$ cat config.mk
export PLATFORM = sky130hd
export DESIGN_NAME = sifh_frame_scheduler
export DESIGN_NICKNAME = d
export VERILOG_FILES = /design/src/rtl/sifh_frame_scheduler.sv
export SDC_FILE = /design/constraint.sdc
export NUM_CORES = 1
export LEC_CHECK = 0
export ABC_AREA = 1
export BUFFER_PORTS_ARGS = -buffer_cell sky130_fd_sc_hd__buf_2
export CORE_MARGIN = 5
export CORE_UTILIZATION = 40
export CTS_CLUSTER_SIZE = 30
export DETAILED_ROUTE_END_ITERATION = 8
export PLACE_DENSITY = 0.74
export SLEW_MARGIN = 10
export SYNTH_ARGS = -nofsm -noshare
export SYNTH_HDL_FRONTEND = slang
export SYNTH_SLANG_ARGS = --single-unit
$ cat constraint.sdc
create_clock -name clk -period 1.8 [get_ports clk]
set_clock_uncertainty 0.2 [all_clocks]
set_input_delay 0.36 -clock clk [delete_from_list [all_inputs] [get_ports clk]]
set_output_delay 0.36 -clock clk [all_outputs]
set_load 0.05 [all_outputs]
$ cat src/rtl/sifh_frame_scheduler.sv
// sifh_frame_scheduler
//   Frame-level sequencer for one SiFH histogram SRAM. Each frame runs
//   CLEAR -> ACQ -> DRAIN -> PEAK -> DONE. The block owns the single SRAM
//   read/write port pair and grants it by phase:
//     CLEAR       internal clear engine (zero-fill 0..RAM_DEPTH-1)
//     ACQ, DRAIN  histogram accumulator (h_*)
//     PEAK        peak detector (pd_*)
//   Requests from a non-granted requester are dropped and raise port_err.
//
// Ports
//   clk, rst_n                      clock, async active-low reset
//   start, continuous, abort        frame control
//   hist_en                         accumulator may count (ACQ only)
//   h_rEnable/h_raddr/h_wEnable/h_waddr/h_wdata        accumulator port
//   pd_start, pd_finish                                peak-detector handshake
//   pd_rEnable/pd_raddr/pd_wEnable/pd_waddr/pd_wdata   peak-detector port
//   rEnable/raddr/wEnable/waddr/wdata                  SRAM port
//   busy, frame_done, pd_timeout, port_err, state_o    status
module sifh_frame_scheduler #(
  parameter int unsigned ADDR_W    = 9,
  parameter int unsigned DATA_W    = 16,
  parameter int unsigned RAM_DEPTH = 512,
  parameter int unsigned ACQ_LEN   = 4096,
  parameter int unsigned DRAIN_LEN = 2,
  parameter int unsigned PD_TMO    = 65535
) (
  input  logic              clk,
  input  logic              rst_n,
  input  logic              start,
  input  logic              continuous,
  input  logic              abort,
  output logic              hist_en,
  input  logic              h_rEnable,
  input  logic [ADDR_W-1:0] h_raddr,
  input  logic              h_wEnable,
  input  logic [ADDR_W-1:0] h_waddr,
  input  logic [DATA_W-1:0] h_wdata,
  output logic              pd_start,
  input  logic              pd_finish,
  input  logic              pd_rEnable,
  input  logic [ADDR_W-1:0] pd_raddr,
  input  logic              pd_wEnable,
  input  logic [ADDR_W-1:0] pd_waddr,
  input  logic [DATA_W-1:0] pd_wdata,
  output logic              rEnable,
  output logic [ADDR_W-1:0] raddr,
  output logic              wEnable,
  output logic [ADDR_W-1:0] waddr,
  output logic [DATA_W-1:0] wdata,
  output logic              busy,
  output logic              frame_done,
  output logic              pd_timeout,
  output logic              port_err,
  output logic [2:0]        state_o
);

  // One shared phase counter, wide enough for the longest phase.
  localparam int unsigned MAX_A = (RAM_DEPTH > ACQ_LEN) ? RAM_DEPTH : ACQ_LEN;
  localparam int unsigned MAX_B = (DRAIN_LEN > PD_TMO) ? DRAIN_LEN : PD_TMO;
  localparam int unsigned MAX_C = (MAX_A > MAX_B) ? MAX_A : MAX_B;
  localparam int unsigned CW    = (MAX_C > 1) ? $clog2(MAX_C) : 1;

  localparam logic [CW-1:0] CLR_LAST = CW'(RAM_DEPTH - 1);
  localparam logic [CW-1:0] ACQ_LAST = CW'(ACQ_LEN - 1);
  localparam logic [CW-1:0] DRN_LAST = CW'(DRAIN_LEN - 1);
  localparam logic [CW-1:0] TMO_LAST = CW'(PD_TMO - 1);

  typedef enum logic [2:0] {
    IDLE  = 3'd0,
    CLEAR = 3'd1,
    ACQ   = 3'd2,
    DRAIN = 3'd3,
    PEAK  = 3'd4,
    DONE  = 3'd5
  } state_t;

  state_t        state_q;
  logic [CW-1:0] cnt_q;
  logic          hist_en_q;
  logic          pd_start_q;
  logic          frame_done_q;
  logic          busy_q;
  logic          pd_timeout_q;
  logic          port_err_q;

  logic grant_h;
  logic grant_pd;
  logic err_now;

  assign grant_h  = (state_q == ACQ) || (state_q == DRAIN);
  assign grant_pd = (state_q == PEAK);
  assign err_now  = ((h_rEnable  || h_wEnable)  && !grant_h) ||
                    ((pd_rEnable || pd_wEnable) && !grant_pd);

  always_ff @(posedge clk or negedge rst_n) begin
    if (!rst_n) begin
      state_q      <= IDLE;
      cnt_q        <= '0;
      hist_en_q    <= 1'b0;
      pd_start_q   <= 1'b0;
      frame_done_q <= 1'b0;
      busy_q       <= 1'b0;
      pd_timeout_q <= 1'b0;
      port_err_q   <= 1'b0;
    end else begin
      pd_start_q   <= 1'b0;
      frame_done_q <= 1'b0;
      if (abort) begin
        state_q   <= IDLE;
        cnt_q     <= '0;
        hist_en_q <= 1'b0;
        busy_q    <= 1'b0;
      end else begin
        case (state_q)
          IDLE: begin
            if (start) begin
              state_q      <= CLEAR;
              cnt_q        <= '0;
              busy_q       <= 1'b1;
              pd_timeout_q <= 1'b0;
              port_err_q   <= 1'b0;
            end
          end
          CLEAR: begin
            if (cnt_q == CLR_LAST) begin
              state_q   <= ACQ;
              cnt_q     <= '0;
              hist_en_q <= 1'b1;
            end else begin
              cnt_q <= cnt_q + CW'(1);
            end
          end
          ACQ: begin
            if (cnt_q == ACQ_LAST) begin
              state_q   <= DRAIN;
              cnt_q     <= '0;
              hist_en_q <= 1'b0;
            end else begin
              cnt_q <= cnt_q + CW'(1);
            end
          end
          DRAIN: begin
            if (cnt_q == DRN_LAST) begin
              state_q    <= PEAK;
              cnt_q      <= '0;
              pd_start_q <= 1'b1;
            end else begin
              cnt_q <= cnt_q + CW'(1);
            end
          end
          PEAK: begin
            // A finish on the last watchdog cycle wins over the timeout.
            if (pd_finish) begin
              state_q      <= DONE;
              cnt_q        <= '0;
              frame_done_q <= 1'b1;
            end else if (cnt_q == TMO_LAST) begin
              state_q      <= DONE;
              cnt_q        <= '0;
              frame_done_q <= 1'b1;
              pd_timeout_q <= 1'b1;
            end else begin
              cnt_q <= cnt_q + CW'(1);
            end
          end
          DONE: begin
            cnt_q <= '0;
            if (continuous) begin
              state_q <= CLEAR;
            end else begin
              state_q <= IDLE;
              busy_q  <= 1'b0;
            end
          end
          default: begin
            state_q <= IDLE;
            cnt_q   <= '0;
            busy_q  <= 1'b0;
          end
        endcase
      end
      // Placed last so a stray request in the start cycle still sticks.
      if (err_now) port_err_q <= 1'b1;
    end
  end

  // SRAM mux: zero-latency, gated by abort in the cycle it is seen.
  always_comb begin
    rEnable = 1'b0;
    raddr   = '0;
    wEnable = 1'b0;
    waddr   = '0;
    wdata   = '0;
    if (!abort) begin
      case (state_q)
        CLEAR: begin
          wEnable = 1'b1;
          waddr   = ADDR_W'(cnt_q);
        end
        ACQ, DRAIN: begin
          rEnable = h_rEnable;
          raddr   = h_raddr;
          wEnable = h_wEnable;
          waddr   = h_waddr;
          wdata   = h_wdata;
        end
        PEAK: begin
          rEnable = pd_rEnable;
          raddr   = pd_raddr;
          wEnable = pd_wEnable;
          waddr   = pd_waddr;
          wdata   = pd_wdata;
        end
        default: ;
      endcase
    end
  end

  assign hist_en    = hist_en_q;
  assign pd_start   = pd_start_q;
  assign frame_done = frame_done_q;
  assign busy       = busy_q;
  assign pd_timeout = pd_timeout_q;
  assign port_err   = port_err_q;
  assign state_o    = state_q;

endmodule
==> results.json <==
{
  "area.growth.synth_to_final_pct": 109,
  "wl_met2_um": 7940,
  "drc": 0,
  "synth_nets": 498,
  "seq_power_share": 0.121,
  "wl_met3_um": 2040,
  "drv_cap": 0,
  "antenna_found_initial": 1,
  "cts_buffer_depth": 2,
  "num_vias": 4511,
  "intPower_w": 0.00266,
  "synth_top_area_frac": 0.245,
  "yosys_warnings": 0,
  "die_area_um2": 8070,
  "yosysTopAreaCell": "dfrtp_1",
  "power_leakage_nw": 2.47,
  "slowest_delay_ns": 0.49,
  "grt_pass1_wl_um": 21600,
  "dpl.hpwl_um": 8500,
  "ant_nets": 0,
  "die-width_um": 89.8,
  "synth_common_cells": "nand2_1, nor2_1, a21oi_1, inv_1",
  "critPathLaunchType": "flip-flop",
  "core_area_um2": 6280,
  "power_frac_clock": 0.064,
  "cellPowerDensity_nw_per_um2": 1100,
  "wl_met1_um": 5750,
  "critPathArrivalTime_ns": 1.99,
  "cts_root_buf": "clkbuf_8",
  "netSwitchingFraction": 0.546,
  "synth_cell_type_count": 36,
  "violations": "negative setup slack",
  "hold_violations": 0,
  "grt_start_max_net_pins": 26,
  "path_max_fanout": 6,
  "worst_slack_ns": -0.746,
  "netlist_area_um2": 2550,
  "seq_area_frac_synth": 0.245,
  "syn_inst": 417,
  "avgSynthCellArea_um2": 6.11,
  "wirelength_um": 17300,
  "yosysMostFrequentCell": "nand2_1",
  "wl_per_cell_um": 24.8,
  "critPathMostFrequentCell": "inv_4",
  "fmax_ghz": 0.393,
  "slowest_stage": "dfrtp_2",
  "cp.required_ns": 1.24,
  "clk_pin_slew_worst_paths_ns": 0.11,
  "drv_slew": 0,
  "postLayoutCellArea_um2": 5330,
  "synth_edf_count": 0,
  "end_kind": "output pin",
  "drive_above_1_share": 0.600,
  "post-route-min-period_ns": 2.55,
  "tritoncts": "built",
  "fp.dieH_um": 89.8,
  "htreeDepth": 1,
  "vdd_ir_drop_max_mv": 1.13,
  "initial_utilization": 0.406,
  "p_comb_frac": 0.815,
  "path_class": "flip-flop to output pin",
  "row_count": 29,
  "slew-limit-headroom": 0.586,
  "stdcell_count": 698,
  "rsz0062_at_grt": "true",
  "grt_pass1_vias": 4059,
  "outcome": "finished, violations left",
  "io_buffers": 122,
  "synth_area_leaders": "dfrtp_1, nand2_1, a21oi_1",
  "ios": 123,
  "setup_viol": 62,
  "via_per_inst": 6.46,
  "dp.cells": 668,
  "top_layer": "met4",
  "worst_slew_pin_slew_ns": 0.621,
  "clk_latency_ns": 0.30,
  "grt_util_all_layers": 0.328,
  "place.gp.congestion": 0.946,
  "drt-initial-drc-count": 654,
  "final_nets": 702,
  "numCtsBuffers": 3,
  "period_share": 1.41,
  "clock_sinks": 25,
  "synth_flop_cell": "dfrtp_1",
  "grt-ovfl-total": 0,
  "worstPathCellList": "inv_4 > buf_4 > nand3_4 > inv_4 > nand2_1 > a31oi_4 > buf_6",
  "hold_class": "input pin to flip-flop",
  "p_sw_w": 0.00320,
  "dr.pass1.iters": 6,
  "placed_area_um2": 4150,
  "async_flop_share": 1.00,
  "ys_ff_latch": 25
}
[worst max-delay path: cells and delay by family (launching register included)]
kind / cells / cell delay, ns
buffers and inverters: 4 / 0.62
flip-flops: 1 / 0.49
AND/OR/NAND/NOR: 2 / 0.29
AO/OA/AOI/OAI: 1 / 0.28
[metal layers]
layer,vias to the layer above,track usage
met4,0,0.189
met2,501,0.576
li1,1803,-
met1,2038,0.371
met5,-,0
met3,169,0.0568
[placed cells by master (no fill, tap or decap), types with 4 or more instances in the layout]
master / n
dfrtp_1: 22
buf_6: 40
nor2_4: 18
nand2_1: 91
nand3_1: 21
inv_2: 8
nand3_2: 4
o21ai_2: 8
buf_12: 7
a21oi_4: 26
nand2_8: 5
buf_8: 10
nand3_4: 4
nor2_1: 27
a21oi_2: 5
nor2_2: 11
inv_4: 5
nand2_2: 18
buf_4: 68
buf_2: 83
a221oi_4: 7
nand2_4: 20
o21ai_1: 9
nand4_1: 14
inv_1: 35
a21oi_1: 13
[worst paths after layout]
check                           start    endpoint  slack [ns]  cells after the start
setup / recovery           state_o[2]    waddr[7]       -0.75                      7
hold / removal              h_rEnable    port_err        0.19                      3
setup reg to reg           state_o[0]  state_o[2]       -0.33                     11
hold reg to reg            pd_timeout  pd_timeout        0.34                      2
max in group asynchronous       rst_n  state_o[0]        0.54                      2
min in group asynchronous       rst_n    cnt_q[1]        0.40                      2
[state kept, by name (all words and copies together) (netlist names)]
name        count
busy            1
cnt_q          16
frame_done      1
hist_en         1
pd_start        1
pd_timeout      1
port_err        1
state_o         3
[final cells by class]
class                   instances  area, um^2
diodes                          1        2.50
clock buffers                   4        45.0
multi-input cells             330        2620
inverters                      50         201
repair buffers                211        1730
fillers                       261         950
well taps                      77        96.3
flip-flops and latches         25         632
[metrics by stage]
step / hold slack, ns / setup TNS, ns / power (W) / setup slack [ns] / utilization
CTS: 0.142 / -16.61 / 0.00504 / -0.495 / 0.774
global placement: 0.200 / -9.15 / 0.00383 / -0.278 / 0.662
floorplan: -0.136 / -10.29 / 0.00282 / -0.310 / -
global route: 0.218 / -28.44 / 0.00599 / -0.744 / 0.849
detailed placement: 0.208 / -10.34 / 0.00387 / -0.311 / 0.662
finish: 0.190 / -25.68 / 0.00586 / -0.746 / 0.849
[logic make-up after synthesis]
| logic type | Yosys count | share of synthesized area |
|---|---|---|
| and+or+nand+nor | 237 | 0.434 |
| AOI/OAI and AO/OA | 86 | 0.194 |
| buffers and inverters | 66 | 0.111 |
| DFF | 25 | 0.245 |
| adders and majority gates | 3 | 0.0147 |
[what timing repair did]
action	in CTS	in global routing
hold buffers	1	0
endpoints found under the hold margin	25	0
endpoints found under the setup margin	57	60
cloned	4	3
buffers inserted	16	9
pin swaps	28	39
gates resized for setup	137	95
[power groups by stage]
stage	clock network, W	logic [W]	registers [W]
floorplan	0	0.00193	0.000880
global placement	0	0.00313	0.000692
detailed placement	0	0.00318	0.000697
CTS	0.000365	0.00398	0.000692
global route	0.000395	0.00489	0.000711
finish	0.000376	0.00478	0.000708
No activity file was read; power rests on OpenSTA's default activity.
